<file path="src/rtl/awg_pkg.sv">
// Shared types and default widths for the AWG sweep/DDS control path.
// Latency: n/a (types and constants only).
// Backpressure: n/a.
package awg_pkg;

  localparam int FTW_W_DEF   = 32;
  localparam int DWELL_W_DEF = 8;

  typedef enum logic [1:0] {
    MODE_SAW    = 2'b00,
    MODE_SINGLE = 2'b01,
    MODE_TRI    = 2'b10,
    MODE_RSVD   = 2'b11
  } sweep_mode_t;

  typedef enum logic [1:0] {
    ST_IDLE = 2'b00,
    ST_UP   = 2'b01,
    ST_DOWN = 2'b10
  } sweep_state_t;

endpackage

</file>
<file path="src/rtl/sweep_ctrl.sv">
// Frequency-sweep controller: steps the DDS tuning word between a start and stop value on timebase ticks.
// Latency: 1 cycle from an accepted start or a step-event tick to the new ftw/ftw_valid.
// Backpressure: none; tick and start are pulse/level inputs, all outputs are free-running registers.
//
// Ports: clk/rst_n (async active-low), tick (1-second pulse), start/abort requests, mode and
// f_start/f_stop/f_step/dwell sweep config (latched on accepted start); ftw/ftw_valid tuning word
// output, busy while sweeping, done on single-shot completion, cfg_err on a rejected start.
module sweep_ctrl
  import awg_pkg::*;
#(
  parameter int FTW_W   = FTW_W_DEF,
  parameter int DWELL_W = DWELL_W_DEF
) (
  input  logic               clk,
  input  logic               rst_n,
  input  logic               tick,
  input  logic               start,
  input  logic               abort,
  input  logic [1:0]         mode,
  input  logic [FTW_W-1:0]   f_start,
  input  logic [FTW_W-1:0]   f_stop,
  input  logic [FTW_W-1:0]   f_step,
  input  logic [DWELL_W-1:0] dwell,
  output logic [FTW_W-1:0]   ftw,
  output logic               ftw_valid,
  output logic               busy,
  output logic               done,
  output logic               cfg_err
);

  sweep_state_t       state_q, state_d;
  sweep_mode_t        mode_q, mode_d;
  logic [FTW_W-1:0]   fstart_q, fstart_d;
  logic [FTW_W-1:0]   fstop_q, fstop_d;
  logic [FTW_W-1:0]   fstep_q, fstep_d;
  logic [DWELL_W-1:0] dwell_q, dwell_d;
  logic [DWELL_W-1:0] cnt_q, cnt_d;
  logic [FTW_W-1:0]   ftw_q, ftw_d;
  logic               vld_q, vld_d;
  logic               done_q, done_d;
  logic               err_q, err_d;

  logic [DWELL_W-1:0] dwell_last;

  // a + b, saturating at lim; the sum is one bit wider so a carry-out also clamps.
  function automatic logic [FTW_W-1:0] add_clamp(input logic [FTW_W-1:0] a,
                                                 input logic [FTW_W-1:0] b,
                                                 input logic [FTW_W-1:0] lim);
    logic [FTW_W:0] sum;
    sum = {1'b0, a} + {1'b0, b};
    if (sum > {1'b0, lim}) add_clamp = lim;
    else                   add_clamp = sum[FTW_W-1:0];
  endfunction

  // a - b, floored at lim; a borrow (b > a) also floors.
  function automatic logic [FTW_W-1:0] sub_clamp(input logic [FTW_W-1:0] a,
                                                 input logic [FTW_W-1:0] b,
                                                 input logic [FTW_W-1:0] lim);
    logic [FTW_W-1:0] diff;
    diff = a - b;
    if ((b > a) || (diff < lim)) sub_clamp = lim;
    else                         sub_clamp = diff;
  endfunction

  // A dwell of 0 behaves as 1: the step fires when the count reaches dwell_eff-1.
  assign dwell_last = (dwell_q == '0) ? '0 : dwell_q - DWELL_W'(1);

  always_ff @(posedge clk or negedge rst_n) begin
    if (!rst_n) begin
      state_q  <= ST_IDLE;
      mode_q   <= MODE_SAW;
      fstart_q <= '0;
      fstop_q  <= '0;
      fstep_q  <= '0;
      dwell_q  <= '0;
      cnt_q    <= '0;
      ftw_q    <= '0;
      vld_q    <= 1'b0;
      done_q   <= 1'b0;
      err_q    <= 1'b0;
    end else begin
      state_q  <= state_d;
      mode_q   <= mode_d;
      fstart_q <= fstart_d;
      fstop_q  <= fstop_d;
      fstep_q  <= fstep_d;
      dwell_q  <= dwell_d;
      cnt_q    <= cnt_d;
      ftw_q    <= ftw_d;
      vld_q    <= vld_d;
      done_q   <= done_d;
      err_q    <= err_d;
    end
  end

  always_comb begin
    state_d  = state_q;
    mode_d   = mode_q;
    fstart_d = fstart_q;
    fstop_d  = fstop_q;
    fstep_d  = fstep_q;
    dwell_d  = dwell_q;
    cnt_d    = cnt_q;
    ftw_d    = ftw_q;
    vld_d    = 1'b0;
    done_d   = 1'b0;
    err_d    = 1'b0;

    if (abort) begin
      state_d = ST_IDLE;
      cnt_d   = '0;
    end else if (state_q == ST_IDLE) begin
      if (start) begin
        if ((f_step == '0) || (f_stop < f_start)) begin
          err_d = 1'b1;
        end else begin
          state_d  = ST_UP;
          mode_d   = sweep_mode_t'(mode);
          fstart_d = f_start;
          fstop_d  = f_stop;
          fstep_d  = f_step;
          dwell_d  = dwell;
          cnt_d    = '0;
          ftw_d    = f_start;
          vld_d    = 1'b1;
        end
      end
    end else if (tick) begin
      if (cnt_q != dwell_last) begin
        cnt_d = cnt_q + DWELL_W'(1);
      end else begin
        cnt_d = '0;
        vld_d = 1'b1;
        if (state_q == ST_UP) begin
          if (ftw_q != fstop_q) begin
            ftw_d = add_clamp(ftw_q, fstep_q, fstop_q);
          end else begin
            case (mode_q)
              MODE_SAW: ftw_d = fstart_q;
              MODE_TRI: begin
                state_d = ST_DOWN;
                ftw_d   = sub_clamp(fstop_q, fstep_q, fstart_q);
              end
              default: begin
                // Single-shot completion holds ftw and does not signal a new value.
                state_d = ST_IDLE;
                done_d  = 1'b1;
                vld_d   = 1'b0;
              end
            endcase
          end
        end else begin
          if (ftw_q != fstart_q) begin
            ftw_d = sub_clamp(ftw_q, fstep_q, fstart_q);
          end else begin
            state_d = ST_UP;
            ftw_d   = add_clamp(fstart_q, fstep_q, fstop_q);
          end
        end
      end
    end
  end

  assign ftw       = ftw_q;
  assign ftw_valid = vld_q;
  assign busy      = (state_q != ST_IDLE);
  assign done      = done_q;
  assign cfg_err   = err_q;

endmodule

</file>
<file path="config.mk">
export PLATFORM = sky130hd
export DESIGN_NAME = sweep_ctrl
export DESIGN_NICKNAME = d
export VERILOG_FILES = /design/src/rtl/awg_pkg.sv /design/src/rtl/sweep_ctrl.sv
export SDC_FILE = /design/constraint.sdc
export NUM_CORES = 1
export LEC_CHECK = 0
export ABC_AREA = 1
export CAP_MARGIN = 20
export CELL_PAD_IN_SITES_DETAIL_PLACEMENT = 2
export CELL_PAD_IN_SITES_GLOBAL_PLACEMENT = 2
export CORE_ASPECT_RATIO = 1.1
export CORE_UTILIZATION = 33
export CTS_CLUSTER_DIAMETER = 200
export DETAILED_ROUTE_END_ITERATION = 8
export DONT_BUFFER_PORTS = 1
export PLACE_DENSITY_LB_ADDON = 0.1
export SYNTH_ARGS = -nofsm -noshare
export SYNTH_HDL_FRONTEND = slang
export SYNTH_SLANG_ARGS = --single-unit
</file>
<file path="constraint.sdc">
create_clock -name clk -period 4.4 [get_ports clk]
set_input_delay 0.66 -clock clk [delete_from_list [all_inputs] [get_ports clk]]
set_output_delay 0.66 -clock clk [all_outputs]
set_load 0.02 [all_outputs]
</file>
Word level (Yosys, flattened, before mapping)
Index checks and enable logic that the tools add are counted.

Add/subtract/negate cells: 6. Order comparisons: 7. Eq/ne operators: 15. Multiplexer cells: 50. Bitwise logic cells: 2. Reduce and logical (&&, ||, !) cells: 15.

Operators with widths (number): 32-bit two-way mux (12); 32-bit < comparator (3); 32-bit by 32-bit adder with 33-bit output (2); 33-bit by 32-bit greater-than comparator with 1-bit output (2); 32-bit greater-than comparator (2); 32-bit != test (2); 32-bit case mux with 2 select lines (1); 32-bit subtractor (2); 8-bit two-way mux (7); 32-bit zero test (1); 1-bit two-way mux (20); 2-bit two-way mux (9); 4-bit != test, second input constant (3); 3-bit != test, second input constant (3); 8-bit by 1-bit adder with 8-bit output, second input constant (1); 8-bit zero test (1); 8-bit != test (1); 8-bit by 1-bit subtractor with 8-bit output, second input constant (1); 7-bit AND reduction (1); 2-bit != test, second input constant (3); 6-bit AND reduction (1); 5-bit by 2-bit != test with 1-bit output, second input constant (1); 2-bit zero test (2); 2-bit case mux with 2 select lines (1); 9 further kinds (13).

Register bits: 151. Output and inout bits: 36.

Longest topological paths before layout
Word-level depth: 10. Gate-level depth with buffers: 34. Mapped depth without buffers: 32.

Worst setup path before layout
OpenSTA, ideal clock, no wires.

Kind: register to register. From: register ftw_q[0], in the netlist ftw[0]. To: register ftw_q[22], in the netlist ftw[22]. Setup time: 117 ps. Arrival: 4082 ps. Slack: 201 ps. Stages on the path, launching flop included: 31. Clock period less this slack: 4199 ps. Path through: dfrtp_1 -> ha_1 -> fa_1 -> nand2_1 -> nand2_1 -> o21ai_1 -> inv_1 -> nand3_1 -> nand3_1 -> a21boi_2 -> o21ai_0 -> or2_2 -> nand2_1 -> inv_1 -> ha_1 -> nand2_1 -> inv_1 -> nand2_1 -> inv_1 -> nand2_1 -> nor3_1 -> nand2_1 -> a21oi_2 -> clkbuf_1 -> nand4_1 -> nand3_1 -> nand3_1 -> nand2_1 -> nand2_1 -> nand2_1 -> nand2_1.

Longest elaborated chain between the ends: 9. Elaborated cells between the ends (all ways): 18. Those cells by class: add/sub (2); order compare (3); eq/ne (3); mux (8); reduce/logical (2).

RTL lines: from (decl) (line sweep_ctrl.sv:38) `logic [FTW_W-1:0] ftw_q, ftw_d;`; from (signal assigned) (line sweep_ctrl.sv:89) `ftw_q <= ftw_d;`; 32-bit subtractor (line sweep_ctrl.sv:60) `diff = a - b;`; 32-bit < comparator (line sweep_ctrl.sv:61) `if ((b > a) || (diff < lim)) sub_clamp = lim;`; 1-bit logical OR (line sweep_ctrl.sv:61); 32-bit two-way mux (line sweep_ctrl.sv:61); 32-bit two-way mux (line sweep_ctrl.sv:153) `if (ftw_q != fstart_q) begin`; 32-bit two-way mux (line sweep_ctrl.sv:134) `if (state_q == ST_UP) begin`; 32-bit two-way mux (line sweep_ctrl.sv:129) `if (cnt_q != dwell_last) begin`; 32-bit two-way mux (line sweep_ctrl.sv:128) `end else if (tick) begin`; 32-bit two-way mux (line sweep_ctrl.sv:112) `end else if (state_q == ST_IDLE) begin`.

Several ways; a longest one is shown, not always the timed one. The select of a mux whose other input is x is not followed. A chain may end at the register's enable or synchronous reset.

Final worst setup path
From: register fstep_q[25]. To: register ftw_q[3], in the netlist ftw[3].

Longest elaborated chain between the ends: 10. Elaborated cells between the ends (all ways): 23. Those cells by class: add/sub (4); order compare (6); mux (11); reduce/logical (2).

RTL lines: from (decl) (line sweep_ctrl.sv:35) `logic [FTW_W-1:0] fstep_q, fstep_d;`; from (signal assigned) (line sweep_ctrl.sv:86) `fstep_q <= fstep_d;`; 32-bit subtractor (line sweep_ctrl.sv:60); 32-bit < comparator (line sweep_ctrl.sv:61); 1-bit logical OR (line sweep_ctrl.sv:61); 32-bit two-way mux (line sweep_ctrl.sv:61); 32-bit case mux with 2 select lines (line sweep_ctrl.sv:138) `case (mode_q)`; 32-bit two-way mux (line sweep_ctrl.sv:135) `if (ftw_q != fstop_q) begin`; 32-bit two-way mux * (line sweep_ctrl.sv:134); 32-bit two-way mux * (line sweep_ctrl.sv:129); 32-bit two-way mux * (line sweep_ctrl.sv:128); 32-bit two-way mux * (line sweep_ctrl.sv:112).

Mark *: on every way between the ends. The rest lies on a longest branch, timed or not. The select of a mux whose other input is x is not followed.

==> metrics.csv <==
metric,value,unit
outcome,finished with violations,
violations,setup timing,
grt_max_degree,152,
r2r_start,fstep_q[25],
rsz0062_at_grt,yes,
portBuffers,0,
yosys.area.top_type,dfrtp_1,
coreArea,0.0636,mm^2
synth-seq-cells,151,
drv_slew,0,
hold_viol,0,
syn-cell-area,0.0212,mm^2
cts_tree,done,
clk_pin_slew,0.09,ns
nNetsFinal,4400,
ctsHtreeMaxLevel,4,
synth-async-reset-ratio,100,%
cts_root_buffer,clkbuf_16,
cp_data_required_time,4.81,ns
synth_ff_type,dfrtp_1,
gp_congestion,1.02,
synthToLayoutAreaGrowth,45.3,%
setup_viol,32,
clock.fmax,180,MHz
rows,97,
initial_core_util,33.4,%
synth_nets,3783,
max_slew.worst_pin.slew,1.38,ns
grt_pass1_vias,32100,
clkLatencyLatePin,0.54,ns
post-route-min-period,5.54,ns
ant_nets,0,
yosys_warnings,0,
path_class,register to register,
antenna_found_initial,24,
synth_edf_count,0,
drv_cap,0,
clkSinkCount,151,
vias,32000,
drt_iter0_drc,3515,
critPathLaunchType,register,
avgSynthCellArea,6.27,um^2
synth_commonest_cells,"nand2_1, inv_1, a21oi_1",
yosysSeqAreaShare,17.8,%
wl_per_cell,38.7,um
fp.dieH,268,um
vias_per_cell,6.58,
post-dp-hpwl,118000,um
die_x,244,um
synthTopCellsByArea,"dfrtp_1, ha_1, nand2_1",
synth_cell_types,55,
fin_crit_sh,126,%
max_slew_margin,8.21,%
first_pass_iters,8,
yosysMostFrequentCell,nand2_1,
wirelength,188000,um
grtUsageTotal,47.4,%
drive_above_1_share,30.4,%
grt_pass1_wl,223000,um
end_kind,register,
route.detailed.drc,0,
pin_count,147,
cts_buffers,17,
reg2regPathDepth,26,
final_core_util,48.5,%
die_area,0.0653,mm^2
synth_top_area_share,17.8,%
r2r_end,ftw[3],
fin_skew,0.0270,ns
r2r_setup_slack,-1.14,ns
worst-path-max-fanout,8,
setup_ws,-1.14,ns
cp.arrival,5.95,ns
hp-class,input pin to async pin,
globalRouteOverflowTotal,0,
syn_inst,3381,
cts_buffer_depth,2,
==> worst max-delay path, cell delays in order, from the launching register on <==
cell	delay, ns
dfrtp_1	0.48
inv_1	0.12
ha_1	0.34
buf_4	0.19
o21bai_1	0.13
a21oi_1	0.53
o21ai_0	0.31
a21oi_1	0.36
nand2_2	0.22
xor2_1	0.23
buf_4	0.19
inv_2	0.06
ha_4	0.23
a21oi_4	0.18
o21ai_2	0.10
a21oi_2	0.14
nor2_1	0.06
o21ai_1	0.17
nand2_2	0.11
a21oi_4	0.20
nand3_4	0.18
buf_12	0.23
buf_12	0.15
o211ai_1	0.20
nand3_1	0.12
nand3_1	0.11
nand2_1	0.08
==> layer usage <==
layer | share of wire, % | GRT usage, % | up-vias | wire, um
li1 | - | - | 12300 | -
met1 | 33 | 54.5 | 15700 | 62800
met2 | 43 | 78.1 | 2581 | 81300
met3 | 12 | 10.6 | 1357 | 22700
met4 | 11 | 33.2 | 26 | 21100
met5 | 0.20 | 0 | - | 372
==> through the flow <==
step	cell area [um^2]	setup TNS (ns)	hold WS (ns)	setup WS, ns	instances
floorplan	21200	0	0.364	0.201	3381
global route	30800	-33.40	0.115	-1.19	4852
global placement	26300	-13.72	0.368	-0.496	4704
CTS	29300	-2.68	0.218	-0.143	4804
finish	30800	-33.03	0.0218	-1.14	4863
detailed placement	26400	-18.59	0.367	-0.702	4705
==> state kept, by name, summed over array words and instances (netlist names) <==
signal	count
ftw_valid	1
dwell_q	8
mode_q	2
state_q	2
ftw	32
cfg_err	1
fstart_q	32
fstep_q	32
fstop_q	32
done	1
cnt_q	8
==> worst max-delay path by stage <==
stage	from	end	slack (ns)	cells past startpoint
2_1_floorplan	ftw[0]	ftw[22]	0.20	30
3_3_place_gp	fstep_q[2]	ftw[8]	-0.50	26
3_5_place_dp	fstep_q[1]	ftw[30]	-0.70	31
4_1_cts	fstep_q[0]	ftw[22]	-0.14	30
5_1_grt	fstep_q[0]	ftw[31]	-1.19	31
6_report	fstep_q[25]	ftw[3]	-1.14	26
==> layout by cell type (no fill, tap or decap), types with 9 or more instances in the layout <==
cell type,Yosys,layout
a21o_1,13,12
a21oi_1,291,223
a21oi_2,1,53
a21oi_4,1,17
buf_12,0,20
buf_16,0,14
buf_4,4,627
buf_6,7,26
clkbuf_16,0,20
dfrtp_1,151,142
dfrtp_2,0,9
diode_2,0,11
ha_1,287,231
ha_2,0,9
ha_4,0,47
inv_1,509,476
inv_2,7,35
nand2_1,840,735
nand2_2,4,94
nand2_4,2,15
nand3_1,194,157
nand3_2,3,29
nand3_4,0,11
nand4_1,87,87
nor2_1,275,229
nor2_2,3,40
nor2_4,0,9
nor3_1,29,21
nor4_1,27,23
o211ai_1,31,31
o21ai_0,260,207
o21ai_1,25,48
o21ai_2,2,28
o21bai_1,22,15
or2_2,10,10
xnor2_1,45,43
xor2_1,101,74
xor2_2,0,22
==> layout make-up <==
| class | instances | area (um^2) |
|---|---|---|
| fillers | 7389 | 32800 |
| multi-input cells | 2615 | 17500 |
| repair buffers | 696 | 5950 |
| flip-flops and latches | 151 | 3790 |
| inverters | 517 | 1950 |
| well taps | 841 | 1050 |
| clock buffers | 17 | 425 |
| clock inverters | 15 | 154 |
| diodes | 11 | 27.5 |
==> cells by family after synthesis <==
logic type	share of synthesized area [%]
AOI/OAI and AO/OA	17.6
buffers and inverters	11.4
DFF	17.8
and+or+nand+nor	29.8
xor gates and xnor gates	6.03
adders and majority gates	17.3
==> timing repair <==
action | in CTS | in global routing
gates cloned | 12 | 3
gates resized for setup | 409 | 242
setup endpoints to repair | 32 | 32
hold buffers | 1 | 0
pin swaps | 60 | 121
endpoints found under the hold margin | 151 | 0
setup buffers | 55 | 50
Power is left out: the tool's default activity adds up to more than one toggle a clock period on the data nets, which glitch-free logic cannot reach.
